===== src/rtl/pseudo_lru_tree_if.sv =====
// Bundle between a cache controller and the tree pseudo-LRU replacement tracker.
// The master side records accesses and asks for victims; the slave side answers them.
interface pseudo_lru_tree_if #(
   parameter int WAYS = 16,
   parameter int SETS = 8
);
   localparam int WAY_W = $clog2(WAYS);
   localparam int IDX_W = $clog2(SETS);

   logic             flush;
   logic             touch;
   logic [IDX_W-1:0] touch_set;
   logic [WAY_W-1:0] touch_way;
   logic             victim_req;
   logic [IDX_W-1:0] victim_set;
   logic [WAYS-1:0]  valid_mask;
   logic [WAYS-1:0]  lock_mask;
   logic             busy;
   logic             victim_valid;
   logic [WAY_W-1:0] victim_way;
   logic             victim_none;

   modport master (
      output flush, touch, touch_set, touch_way,
      output victim_req, victim_set, valid_mask, lock_mask,
      input  busy, victim_valid, victim_way, victim_none
   );

   modport slave (
      input  flush, touch, touch_set, touch_way,
      input  victim_req, victim_set, valid_mask, lock_mask,
      output busy, victim_valid, victim_way, victim_none
   );
endinterface


===== src/rtl/pseudo_lru_tree.sv =====
// Tree pseudo-LRU tracker: one heap-ordered bit tree per set, touch updates the access path,
// victim requests walk the tree and apply invalid/lock priorities, answered one cycle later.
module pseudo_lru_tree #(
   parameter int WAYS = 16,
   parameter int SETS = 8
) (
   input  logic                 clk,
   input  logic                 rst,
   pseudo_lru_tree_if.slave     bus
);
   localparam int WAY_W = $clog2(WAYS);
   localparam int IDX_W = $clog2(SETS);
   localparam int NODES = WAYS - 1;

   typedef enum logic {ST_INIT, ST_RUN} state_t;

   state_t           r_state;
   state_t           w_state_next;
   logic [IDX_W-1:0] r_ctr;
   logic [IDX_W-1:0] w_ctr_next;
   logic             w_init_we;
   logic             w_run;

   logic [NODES-1:0] r_tree [SETS];
   logic [NODES-1:0] w_touch_row;
   logic [NODES-1:0] w_victim_row;
   logic [NODES-1:0] w_path_mask;
   logic [NODES-1:0] w_path_val;
   logic [WAY_W-1:0] w_lvl_node [WAY_W];

   logic [WAY_W-1:0] w_tree_way;
   logic [WAY_W-1:0] w_inv_way;
   logic             w_inv_found;
   logic [WAY_W-1:0] w_unl_way;
   logic             w_unl_found;
   logic [WAY_W-1:0] w_sel_way;
   logic             w_sel_none;
   logic             w_touch_we;
   logic             w_victim_go;

   logic             r_victim_valid;
   logic [WAY_W-1:0] r_victim_way;
   logic             r_victim_none;

   always_ff @(posedge clk) begin
      if (rst) begin
         r_state <= ST_INIT;
         r_ctr   <= '0;
      end else begin
         r_state <= w_state_next;
         r_ctr   <= w_ctr_next;
      end
   end

   // A flush in either state restarts the sweep; the flush cycle itself writes nothing.
   always_comb begin
      w_state_next = r_state;
      w_ctr_next   = r_ctr;
      w_init_we    = 1'b0;
      w_run        = 1'b0;
      case (r_state)
         ST_INIT: begin
            if (bus.flush) begin
               w_ctr_next = '0;
            end else begin
               w_init_we  = 1'b1;
               w_ctr_next = r_ctr + 1'b1;
               if (r_ctr == IDX_W'(SETS - 1)) begin
                  w_state_next = ST_RUN;
                  w_ctr_next   = '0;
               end
            end
         end
         ST_RUN: begin
            if (bus.flush) begin
               w_state_next = ST_INIT;
               w_ctr_next   = '0;
            end else begin
               w_run = 1'b1;
            end
         end
         default: begin
            w_state_next = ST_INIT;
            w_ctr_next   = '0;
         end
      endcase
   end

   assign w_touch_we  = w_run && bus.touch && !rst;
   assign w_victim_go = w_run && bus.victim_req;

   // Node on the touch path at each level: level base plus the way's top bits.
   generate
      for (genvar gi = 0; gi < WAY_W; gi++) begin : g_path
         localparam int BASE = (1 << gi) - 1;
         assign w_lvl_node[gi] = WAY_W'(BASE) + WAY_W'(bus.touch_way >> (WAY_W - gi));
      end
   endgenerate

   always_comb begin
      w_path_mask = '0;
      w_path_val  = '0;
      for (int l = 0; l < WAY_W; l++) begin
         w_path_mask[w_lvl_node[l]] = 1'b1;
         w_path_val[w_lvl_node[l]]  = bus.touch_way[WAY_W-1-l];
      end
   end

   assign w_touch_row  = r_tree[bus.touch_set];
   assign w_victim_row = r_tree[bus.victim_set];

   always_ff @(posedge clk) begin
      if (w_init_we && !rst) begin
         r_tree[r_ctr] <= '1;
      end else if (w_touch_we) begin
         r_tree[bus.touch_set] <= (w_touch_row & ~w_path_mask) | (w_path_val & w_path_mask);
      end
   end

   // Walk: a set bit points at the lower child, a clear bit at the upper child.
   always_comb begin
      logic [WAY_W-1:0] node;
      logic [WAY_W:0]   node_wide;
      w_tree_way = '0;
      node       = '0;
      node_wide  = '0;
      for (int l = 0; l < WAY_W; l++) begin
         if (w_victim_row[node]) begin
            node_wide = {node, 1'b0} + 1'b1;
         end else begin
            node_wide = {node, 1'b0} + 2'd2;
            w_tree_way[WAY_W-1-l] = 1'b1;
         end
         node = node_wide[WAY_W-1:0];
      end
   end

   always_comb begin
      w_inv_found = 1'b0;
      w_inv_way   = '0;
      w_unl_found = 1'b0;
      w_unl_way   = '0;
      for (int i = WAYS - 1; i >= 0; i--) begin
         if (!bus.valid_mask[i] && !bus.lock_mask[i]) begin
            w_inv_found = 1'b1;
            w_inv_way   = WAY_W'(i);
         end
         if (!bus.lock_mask[i]) begin
            w_unl_found = 1'b1;
            w_unl_way   = WAY_W'(i);
         end
      end
   end

   always_comb begin
      w_sel_way  = '0;
      w_sel_none = 1'b0;
      if (w_inv_found) begin
         w_sel_way = w_inv_way;
      end else if (!bus.lock_mask[w_tree_way]) begin
         w_sel_way = w_tree_way;
      end else if (w_unl_found) begin
         w_sel_way = w_unl_way;
      end else begin
         w_sel_none = 1'b1;
      end
   end

   always_ff @(posedge clk) begin
      if (rst) begin
         r_victim_valid <= 1'b0;
         r_victim_way   <= '0;
         r_victim_none  <= 1'b0;
      end else begin
         r_victim_valid <= w_victim_go;
         r_victim_way   <= w_victim_go ? w_sel_way : '0;
         r_victim_none  <= w_victim_go && w_sel_none;
      end
   end

   assign bus.busy         = (r_state == ST_INIT);
   assign bus.victim_valid = r_victim_valid;
   assign bus.victim_way   = r_victim_way;
   assign bus.victim_none  = r_victim_none;
endmodule


===== src/flat_wrapper.sv =====
// flat-port wrapper written by rule: the top's interface ports become plain ports
module pseudo_lru_tree_flat 
#(
   parameter int WAYS = 16,
   parameter int SETS = 8
)
  (clk, rst, bus_flush, bus_touch, bus_touch_set, bus_touch_way, bus_victim_req, bus_victim_set, bus_valid_mask, bus_lock_mask, bus_busy, bus_victim_valid, bus_victim_way, bus_victim_none);
  pseudo_lru_tree_if #(.WAYS(WAYS), .SETS(SETS)) bus_i ();
  input  logic clk;
  input  logic rst;
  input wire logic [$bits(bus_i.flush)-1:0] bus_flush;
  input wire logic [$bits(bus_i.touch)-1:0] bus_touch;
  input wire logic [$bits(bus_i.touch_set)-1:0] bus_touch_set;
  input wire logic [$bits(bus_i.touch_way)-1:0] bus_touch_way;
  input wire logic [$bits(bus_i.victim_req)-1:0] bus_victim_req;
  input wire logic [$bits(bus_i.victim_set)-1:0] bus_victim_set;
  input wire logic [$bits(bus_i.valid_mask)-1:0] bus_valid_mask;
  input wire logic [$bits(bus_i.lock_mask)-1:0] bus_lock_mask;
  output wire logic [$bits(bus_i.busy)-1:0] bus_busy;
  output wire logic [$bits(bus_i.victim_valid)-1:0] bus_victim_valid;
  output wire logic [$bits(bus_i.victim_way)-1:0] bus_victim_way;
  output wire logic [$bits(bus_i.victim_none)-1:0] bus_victim_none;
  assign bus_i.flush = bus_flush;
  assign bus_i.touch = bus_touch;
  assign bus_i.touch_set = bus_touch_set;
  assign bus_i.touch_way = bus_touch_way;
  assign bus_i.victim_req = bus_victim_req;
  assign bus_i.victim_set = bus_victim_set;
  assign bus_i.valid_mask = bus_valid_mask;
  assign bus_i.lock_mask = bus_lock_mask;
  assign bus_busy = bus_i.busy;
  assign bus_victim_valid = bus_i.victim_valid;
  assign bus_victim_way = bus_i.victim_way;
  assign bus_victim_none = bus_i.victim_none;
  pseudo_lru_tree #(.WAYS(WAYS), .SETS(SETS)) u_core (.clk(clk), .rst(rst), .bus(bus_i));
endmodule

===== config.mk =====
export PLATFORM = sky130hd
export DESIGN_NAME = pseudo_lru_tree_flat
export DESIGN_NICKNAME = d
export VERILOG_FILES = /design/src/rtl/pseudo_lru_tree_if.sv /design/src/rtl/pseudo_lru_tree.sv /design/src/flat_wrapper.sv
export SDC_FILE = /design/constraint.sdc
export NUM_CORES = 1
export LEC_CHECK = 0
export ABC_CLOCK_PERIOD_IN_PS = 6780
export CAP_MARGIN = 5
export CORE_MARGIN = 2
export CORE_UTILIZATION = 30
export CTS_CLUSTER_SIZE = 28
export DETAILED_ROUTE_END_ITERATION = 12
export RECOVER_POWER = 100
export SLEW_MARGIN = 20
export SYNTH_ARGS = -nofsm -noshare
export SYNTH_HDL_FRONTEND = slang
export SYNTH_SLANG_ARGS = --single-unit
export TNS_END_PERCENT = 100

===== constraint.sdc =====
create_clock -name clk -period 6.78 [get_ports clk]
set_clock_uncertainty 0.1 [all_clocks]
set_input_delay 1.695 -clock clk [delete_from_list [all_inputs] [get_ports clk]]
set_output_delay 1.695 -clock clk [all_outputs]
set_load 0.02 [all_outputs]

# Word-level counts from Yosys, hierarchy flattened
# Memory sizes are Yosys's and may differ from the RTL's.
# Index checks and enable logic that the tools add are counted.
[totals]
register_bits = 10
ramBits = 120
wordCells = 205
out_inout_bits = 7
mem_count = 1
[classes]
magnitude_cmp = 10
n_addsub = 8
reduce_logical = 59
n_eq_ne = 2
muxes = 112
bitwise_logic = 8
[memory_table]
columns = ["memory", "depth", "word_bits", "rd", "rd_clocked_by_memory_dff", "write_ports", "line_no", "source"]
rows = [
  ["u_core.r_tree", 8, 15, 2, 0, 1, "pseudo_lru_tree.sv:24", "logic [NODES-1:0] r_tree [SETS];"],
]
[op_table]
columns = ["cell", "n"]
rows = [
  ["4-bit 2-to-1 mux", 37],
  ["1-bit 2-to-1 mux", 57],
  ["15-bit bitwise mux", 3],
  ["15-bit OR", 3],
  ["1-bit zero test", 33],
  ["15-bit AND", 2],
  ["4-bit by 5-bit < comparator with 1-bit output, second input constant", 6],
  ["1-bit logical AND", 24],
  ["1-bit binary-select mux with 4-bit select", 4],
  ["15-bit 2-to-1 mux", 1],
  ["15-bit NOT", 1],
  ["15-bit OR reduction", 1],
  ["1-bit demux with 4-bit select", 3],
  ["4-bit by 1-bit >= comparator with 1-bit output, second input constant", 3],
  ["3-bit 2-to-1 mux", 4],
  ["3-bit one-hot mux with 2 select lines", 1],
  ["2-bit by 5-bit < comparator with 1-bit output, second input constant", 1],
  ["3-bit by 1-bit adder with 4-bit output, second input constant", 1],
  ["3-bit by 2-bit adder with 4-bit output, second input constant", 1],
  ["3-bit by 3-bit adder with 4-bit output, first input constant", 1],
  ["4-bit by 1-bit adder with 4-bit output, second input constant", 1],
  ["4-bit by 2-bit adder with 4-bit output, second input constant", 1],
  ["2-bit by 2-bit adder with 3-bit output, first input constant", 1],
  ["3-bit by 1-bit adder with 3-bit output, second input constant", 1],
  ["other kinds (7)", 8],
]

# Longest topological paths before layout
# Gate-level depths: netlist (run 1).
[depth]
ltp_word = 20
depth_mapped = 17
mapped_depth_nobuf = 16

# Worst setup path after synthesis (run 1)
# OpenSTA, ideal clock, no wires.
[synth_path]
path_kind = "input-to-reg"
from = "input bus_victim_set[0]"
to = "register u_core.r_victim_way[0], in the netlist u_core.bus.victim_way[0]"
setup_ns = 0.079
t_required_ns = 6.601
slack_ns = 0.752
path_stages = 16
path_buffers = 1
t_arrival_ns = 5.849
path_cell_list = "buf_6 -> mux4_2 -> mux2_2 -> mux2i_4 -> inv_4 -> ha_1 -> clkinv_1 -> mux4_2 -> or2_1 -> nand3_1 -> mux2i_1 -> nor4b_1 -> a211oi_2 -> mux2_4 -> or4b_1 -> o211ai_1"
[synth_via]
elab_chain_cells = 15
elab_cells_between_ends = 22
cone_classes = "add/sub: 4; mux: 17; memory: 1"
[synth_rtl]
columns = ["element", "line_no", "source"]
rows = [
  ["from (decl)", "flat_wrapper.sv:16", "input wire logic [$bits(bus_i.victim_set)-1:0] bus_victim_set;"],
  ["memory 8 x 15 bit (*)", "--", ""],
  ["2-bit 2-to-1 mux", "pseudo_lru_tree.sv:128", "if (w_victim_row[node]) begin"],
  ["1-bit binary-select mux with 4-bit select", "pseudo_lru_tree.sv:128", ""],
  ["1-bit 2-to-1 mux (not written as such)", "pseudo_lru_tree.sv:128", ""],
  ["4-bit 2-to-1 mux", "pseudo_lru_tree.sv:128", ""],
  ["1-bit binary-select mux with 4-bit select", "pseudo_lru_tree.sv:128", ""],
  ["1-bit 2-to-1 mux (not written as such)", "pseudo_lru_tree.sv:128", ""],
  ["4-bit 2-to-1 mux", "pseudo_lru_tree.sv:128", ""],
  ["1-bit binary-select mux with 4-bit select", "pseudo_lru_tree.sv:128", ""],
  ["1-bit 2-to-1 mux (not written as such)", "pseudo_lru_tree.sv:128", ""],
  ["1-bit 2-to-1 mux", "pseudo_lru_tree.sv:128", ""],
  ["1-bit binary-select mux with 4-bit select", "pseudo_lru_tree.sv:160", "end else if (!bus.lock_mask[w_tree_way]) begin"],
  ["1-bit 2-to-1 mux (not written as such)", "pseudo_lru_tree.sv:160", ""],
  ["4-bit 2-to-1 mux (*)", "pseudo_lru_tree.sv:160", ""],
  ["4-bit 2-to-1 mux (*)", "pseudo_lru_tree.sv:158", "if (w_inv_found) begin"],
  ["to (signal assigned)", "pseudo_lru_tree.sv:176", "r_victim_way <= w_victim_go ? w_sel_way : '0;"],
  ["to (decl)", "pseudo_lru_tree.sv:42", "logic [WAY_W-1:0] r_victim_way;"],
]
# Mark *: on every way between the ends. The rest lies on a longest branch, timed or not. The select of a mux whose other input is x is not followed.
# A chain may end at the register's enable or synchronous reset.

# Final worst setup path (run 1)
[layout_path]
from = "input bus_victim_set[2]"
to = "register u_core.r_victim_way[0], in the netlist u_core.bus.victim_way[0]"
# The elaborated chain is that of the path after synthesis.

==> results of run 1 <==
## per-layer routing
| metal | part of all wire, % | GRT usage [%] | vias to the layer above |
|---|---|---|---|
| li1 | - | - | 2206 |
| met1 | 43 | 18.6 | 2447 |
| met2 | 48 | 25.2 | 162 |
| met3 | 5.9 | 3.92 | 36 |
| met4 | 2.8 | 5.36 | 0 |
| met5 | 0 | 0 | - |
## worst max path at each step
stage / start / to / slack, ns / cells after the start
5_1_grt: bus_victim_set[2] / u_core.bus.victim_way[0] / 0.13 / 16
3_5_place_dp: bus_victim_set[2] / u_core.bus.victim_way[0] / -0.008 / 17
2_1_floorplan: bus_victim_set[0] / u_core.bus.victim_way[0] / 0.75 / 16
3_3_place_gp: bus_victim_set[2] / u_core.bus.victim_way[0] / 0.22 / 17
4_1_cts: bus_victim_set[2] / u_core.bus.victim_way[0] / 0.39 / 17
6_report: bus_victim_set[2] / u_core.bus.victim_way[0] / 0.27 / 17
## worst max-delay path, delay by kind of cell
family	cells	cell delay, ns
fa+ha+maj	1	0.40
compound gates	2	0.47
buf+inv	4	1.25
mux	6	1.94
simple gates	4	0.98
## sequential cells by signal, summed over array words and instances (netlist names)
signal,flops
u_core.r_state,1
u_core.r_tree,120
u_core.bus.victim_none,1
u_core.r_ctr,3
u_core.bus.victim_way,4
u_core.bus.victim_valid,1
## power groups by stage
stage | registers (W) | logic (W) | clock network, W
after floorplan | 0.000887 | 0.000129 | 0
after global placement | 0.000888 | 0.000198 | 0
after detailed placement | 0.000888 | 0.000202 | 0
after CTS | 0.000871 | 0.000203 | 0.000926
after global routing | 0.000872 | 0.000218 | 0.000963
final | 0.000872 | 0.000201 | 0.000918
## cell usage after synthesis, types with 3 or more instances
cell type  number
nand3_1        16
dfxtp_1        10
clkbuf_1       14
nor4_1          3
mux2i_1        34
buf_1           4
a21oi_1        16
nand2_1        39
nor2_1         47
o22ai_1         8
mux2_2          6
edfxtp_1      120
or2_2           4
and2_1          3
inv_1          11
mux4_2         58
buf_2           5
a311o_1         3
ha_1            9
a211oi_1        3
o211ai_1        5
a211o_1         3
a21boi_0        3
a31oi_1         7
o21ai_0        18
nand4_1         6
nor3_1         17
## final cells by class
cell class	instances	area, sq um
clock buffer	18	429
clock inverter	13	160
fill	2221	14800
inverter	16	62.6
multi-input combinational	344	3170
sequential	130	3800
tap	319	399
timing repair buffer	70	609
## kinds of logic (layout without fill, tap and decap cells)
family	count (synthesis)	count (layout)	synth area share, %
muxes	103	103	25.4
AOI/OAI and AO/OA	81	81	7.56
and+or+nand+nor	151	151	9.81
buffers and inverters	42	117	2.50
adders and majority gates	9	9	1.57
DFF	130	130	53.2
## stage by stage
stage	setup TNS (ns)	instance area (sq um)	util, %
detailed placement	-0.00833	8080	34.4
CTS	0	8670	37.0
global route	0	8630	36.8
floorplan	0	7150	-
global placement	0	8080	34.4
finish	0	8630	36.8
==> results.cfg, run 1 <==
[global_routing]
antenna_found_initial = 0
grt_overflow_total = 0
grt_pass1_vias = 4988
grt_max_degree = 23
grt_pass1_wl_um = 27700
track_usage_pct = 15.0

[clock_network]
cts-resized-gates = 0
clock_sinks = 130
clockBufferDepth = 2
postCtsSetupRepairBufs = 0
cts_tree = built
clk_latency_ns = 0.42
cts_root_buf = clkbuf_16
h-tree-depth = 4
numCtsBuffers = 17
ctsHoldBuffers = 0
path_clk_slew_ns = 0.06

[synth]
synthTopCellsByArea = edfxtp_1, mux4_2, mux2i_1
synth_area_sq_um = 7150
synth_flop_cell = edfxtp_1
synthDistinctLibCells = 58
syn_inst = 516
yosysWarnings = 0
avgSynthCellArea_sq_um = 13.9
syn-num-nets = 572
synth_top_area_cell = edfxtp_1
synth-edff-count = 120
synth_top_area_share_pct = 50.4
synth_async_sr_flop_share_pct = 0
ys_ff_latch = 130
ys_seq_area_share_pct = 53.2

[cells_and_area]
area_growth_pct = 20.7
nets = 635
num_antenna_cells = 0
stdcell_count = 910
drive_gt1_share_pct = 19.6
layout_common_cells = edfxtp_1, mux4_2, nor2_1, nand2_1, clkdlybuf4s50_1
mostFrequentLayoutCell = edfxtp_1

[sta]
setup_viol = 0
min_period_ns = 6.51
timing.final.crit_share_pct = 96.0
setup_ws_ns = 0.268
whs_ns = 0.498
maxSlewHeadroom_pct = 7.24
max_slew.worst_pin.slew_ns = 1.39
hold_viol = 0
max_freq_mhz = 154
slew_violations = 0
rsz0062_at_grt = no

[placement]
placed_cells = 879
io_buffers = 53
dp.final_hpwl_um = 12300
place.gp.congestion = 0.862
pre_cts_slack_ns = -0.00833

[drt]
antenna_left = 0
vias_per_cell = 5.33
drc = 0
wire_per_inst_um = 20.1
wl_um = 18300
drt-initial-drc-count = 286
vias = 4851
first_pass_iters = 5

[floorplan]
core_sq_um = 23500
start_util_pct = 30.5
die_area_sq_um = 25100
boundaryPins = 54
die_height_um = 158
fp-row-count = 56
die_w_um = 158

[pwr]
swShare_pct = 22.8
fin_total_pwr_w = 0.00199
power_leakage_nw = 3.06
powerDensity_nw_per_um2 = 231
p_switching_w = 0.000455
vdd_drop_max_v = 0.000150
power_frac_comb_pct = 10.1
power.clock.fraction_pct = 46.1
seqPwrFrac_pct = 43.8
cellInternalPower_w = 0.00154

[hold_path]
whs_endpoint = u_core.r_ctr[0]
hold_start = u_core.r_ctr[0]
worstHoldPathType = reg2reg
holdPathStages = 2

[critical_path]
crit_path_end_kind = flop
arrival_ns = 6.76
r2r_slack_ns = 1.87
crit_chain = dlygate4sd3_1 -> mux4_2 -> mux2i_4 -> inv_2 -> mux2i_4 -> inv_4 -> ha_1 -> clkinv_1 -> mux4_2 -> or2_1 -> nand3_1 -> mux2i_1 -> nor4b_1 -> a211oi_2 -> mux2_4 -> or4b_1 -> o211ai_1
timing.rr.end = u_core.bus.victim_way[0]
cpMaxStageDelayCell = dlygate4sd3_1
worstSetupPathType = in2reg
worstPathMaxFanout = 11
cp-start-kind = input pin
slowest_delay_ns = 0.78
ff2ff_path_depth = 16
cp_data_required_time_ns = 7.02
timing.rr.start = u_core.r_tree[1][0]

[outcome]
status = finished, final reports clean

[flow_run]
drv_cap = 0
(Power assumes the default switching activity.)
==> inputs of run 2 (changes only) <==
- ABC_CLOCK_PERIOD_IN_PS: 6780 -> unset
- CORE_UTILIZATION: 30 -> 36
==> run 2 against run 1 <==
Net effect:
- the flow now finishes with violations (capacitance limit, slew limit)
- global-route usage grew 3.7 points
- non-clock buffer count is the same
- power grew 0.14%
- worst setup slack gained 0.12 ns
- wire length grew 2.8%
- flip-flop and latch count is the same
- combinational power is essentially flat
- sequential power is essentially flat
- sequential share of layout area grew 0.32 points
- via count grew 1.1%
- final area shrank 0.72%
- critical path type unchanged
- critical endpoint unchanged
- highest routed layer unchanged
==> results.cfg, run 2 (synthesized netlist as in run 1, its figures left out) <==
[critical_path]
crit_path_end_kind = flop
timing.rr.start = u_core.r_tree[6][1]
crit_chain = dlygate4sd3_1 -> mux4_2 -> mux2_2 -> mux2i_4 -> inv_4 -> ha_1 -> clkinv_1 -> mux4_2 -> or2_1 -> nand3_1 -> mux2i_1 -> nor4b_1 -> a211oi_2 -> mux2_4 -> or4b_1 -> o211ai_1
startpoint = bus_victim_set[2]
cp-start-kind = input pin
crit_buf_inv = 3
arrival_ns = 6.64
crit_family = multiplexers
worstSetupPathType = in2reg
cp_data_required_time_ns = 7.03
worstPathMaxFanout = 8
cpMaxStageDelayCell = dlygate4sd3_1
slowest_delay_ns = 0.78
path_common_cell = mux4_2

[floorplan]
die_w_um = 145
fp-row-count = 51
core_sq_um = 19500
die_height_um = 145
start_util_pct = 36.8
boundaryPins = 54
die_area_sq_um = 21000

[clock_network]
cts-resized-gates = 0
clockBufferDepth = 2
cts_root_buf = clkbuf_16
postCtsSetupRepairBufs = 0
numCtsBuffers = 17
clock_sinks = 130
path_clk_slew_ns = 0.06
clk_latency_ns = 0.43
ctsHoldBuffers = 0
h-tree-depth = 4
cts_tree = built

[global_routing]
grt_overflow_total = 0
grt_pass1_vias = 5180
track_usage_pct = 18.7
grt_pass1_wl_um = 29700
grt_max_degree = 31
antenna_found_initial = 0

[placement]
io_buffers = 53
pre_cts_slack_ns = 0.0842
place.gp.congestion = 0.869
dp.final_hpwl_um = 13000

[sta]
maxSlewHeadroom_pct = -3.20
hold_viol = 0
setup_ws_ns = 0.385
rsz0062_at_grt = no
max_slew.worst_pin.slew_ns = 1.55
timing.final.crit_share_pct = 94.3
setup_viol = 0
max_freq_mhz = 156
fin_setup_tns_ns = 0
min_period_ns = 6.39
slew_violations = 23

[cells_and_area]
largest_reg_flops = 120
num_antenna_cells = 0
mostFrequentLayoutCell = edfxtp_1
final_util_pct = 44.0
layout_common_cells = edfxtp_1, mux4_2, nor2_1, nand2_1, clkdlybuf4s50_1
layout.area.seq_sq_um = 3800
fill_cells = 1750
regMostFlops = u_core.r_tree
multi_input_area_sq_um = 3170
nets = 635
drive_gt1_share_pct = 19.5
area_growth_pct = 19.8

[drt]
wire_per_inst_um = 22.0
first_pass_iters = 5
vias_per_cell = 5.73
wl_um = 18800
antenna_left = 0
vias = 4904
drc = 0
drt-initial-drc-count = 299

[pwr]
p_switching_w = 0.000458
powerDensity_nw_per_um2 = 233
swShare_pct = 23.0
power_frac_comb_pct = 10.1
cellInternalPower_w = 0.00154
power_leakage_nw = 3.06
vdd_drop_max_v = 0.000161
fin_total_pwr_w = 0.00199
seqPwrFrac_pct = 43.7
power.clock.fraction_pct = 46.1

[flow_run]
drv_cap = 1

[outcome]
violations = capacitance limit, slew limit
status = finished with violations

[hold_path]
worstHoldPathType = reg2reg
hold_start = u_core.r_ctr[0]
-- run 2: changes by cell type in the layout (fill, tap and decap cells not counted), sizes merged --
cell / change
clkbuf: -1
clkdlybuf4s50: +1
clkinv: +1
buf: -1
-- run 2: per-stage QoR --
stage	instance area, sq um	hold WS (ns)	instances
after floorplan	7150	0.430	516
after global placement	8020	0.472	825
after global routing	8570	0.543	856
after detailed placement	8020	0.489	825
final	8570	0.490	856
after CTS	8610	0.500	856
-- run 2: per-layer routing --
metal / vias up / track usage, % / wire length [um]
met5: - / 0 / 0
met4: 0 / 6.98 / 379
met3: 27 / 4.81 / 1180
met2: 180 / 30.2 / 9000
met1: 2482 / 24.3 / 8280
li1: 2215 / - / -
-- run 2: worst paths after layout --
path	to	slack, ns	depth (start not counted)
min	u_core.r_ctr[0]	0.49	2
max reg2reg	u_core.bus.victim_way[0]	1.93	15
max	u_core.bus.victim_way[0]	0.39	16
min reg2reg	u_core.r_ctr[0]	0.49	2
-- run 2: worst min-delay path, delay by kind of cell (launching register included) --
family             cells  cell delay, ns
DFF                    1            0.35
AOI/OAI and AO/OA      1            0.14
and+or+nand+nor        1            0.05
-- run 2: final cells by class --
cell class / instances / area share [%]
inverters: 16 / 0.730
repair buffers: 70 / 7.17
clock inverters: 14 / 1.91
flip-flops and latches: 130 / 44.4
clock buffers: 17 / 4.96
multi-input cells: 344 / 37.0
well taps: 265 / 3.87
-- run 2: power groups by stage --
stage | Combinational (W) | Clock, W | Sequential [W]
6_report | 0.000202 | 0.000920 | 0.000872
5_1_grt | 0.000220 | 0.000965 | 0.000872
4_1_cts | 0.000203 | 0.000931 | 0.000871
3_5_place_dp | 0.000202 | 0 | 0.000888
3_3_place_gp | 0.000199 | 0 | 0.000888
2_1_floorplan | 0.000129 | 0 | 0.000887
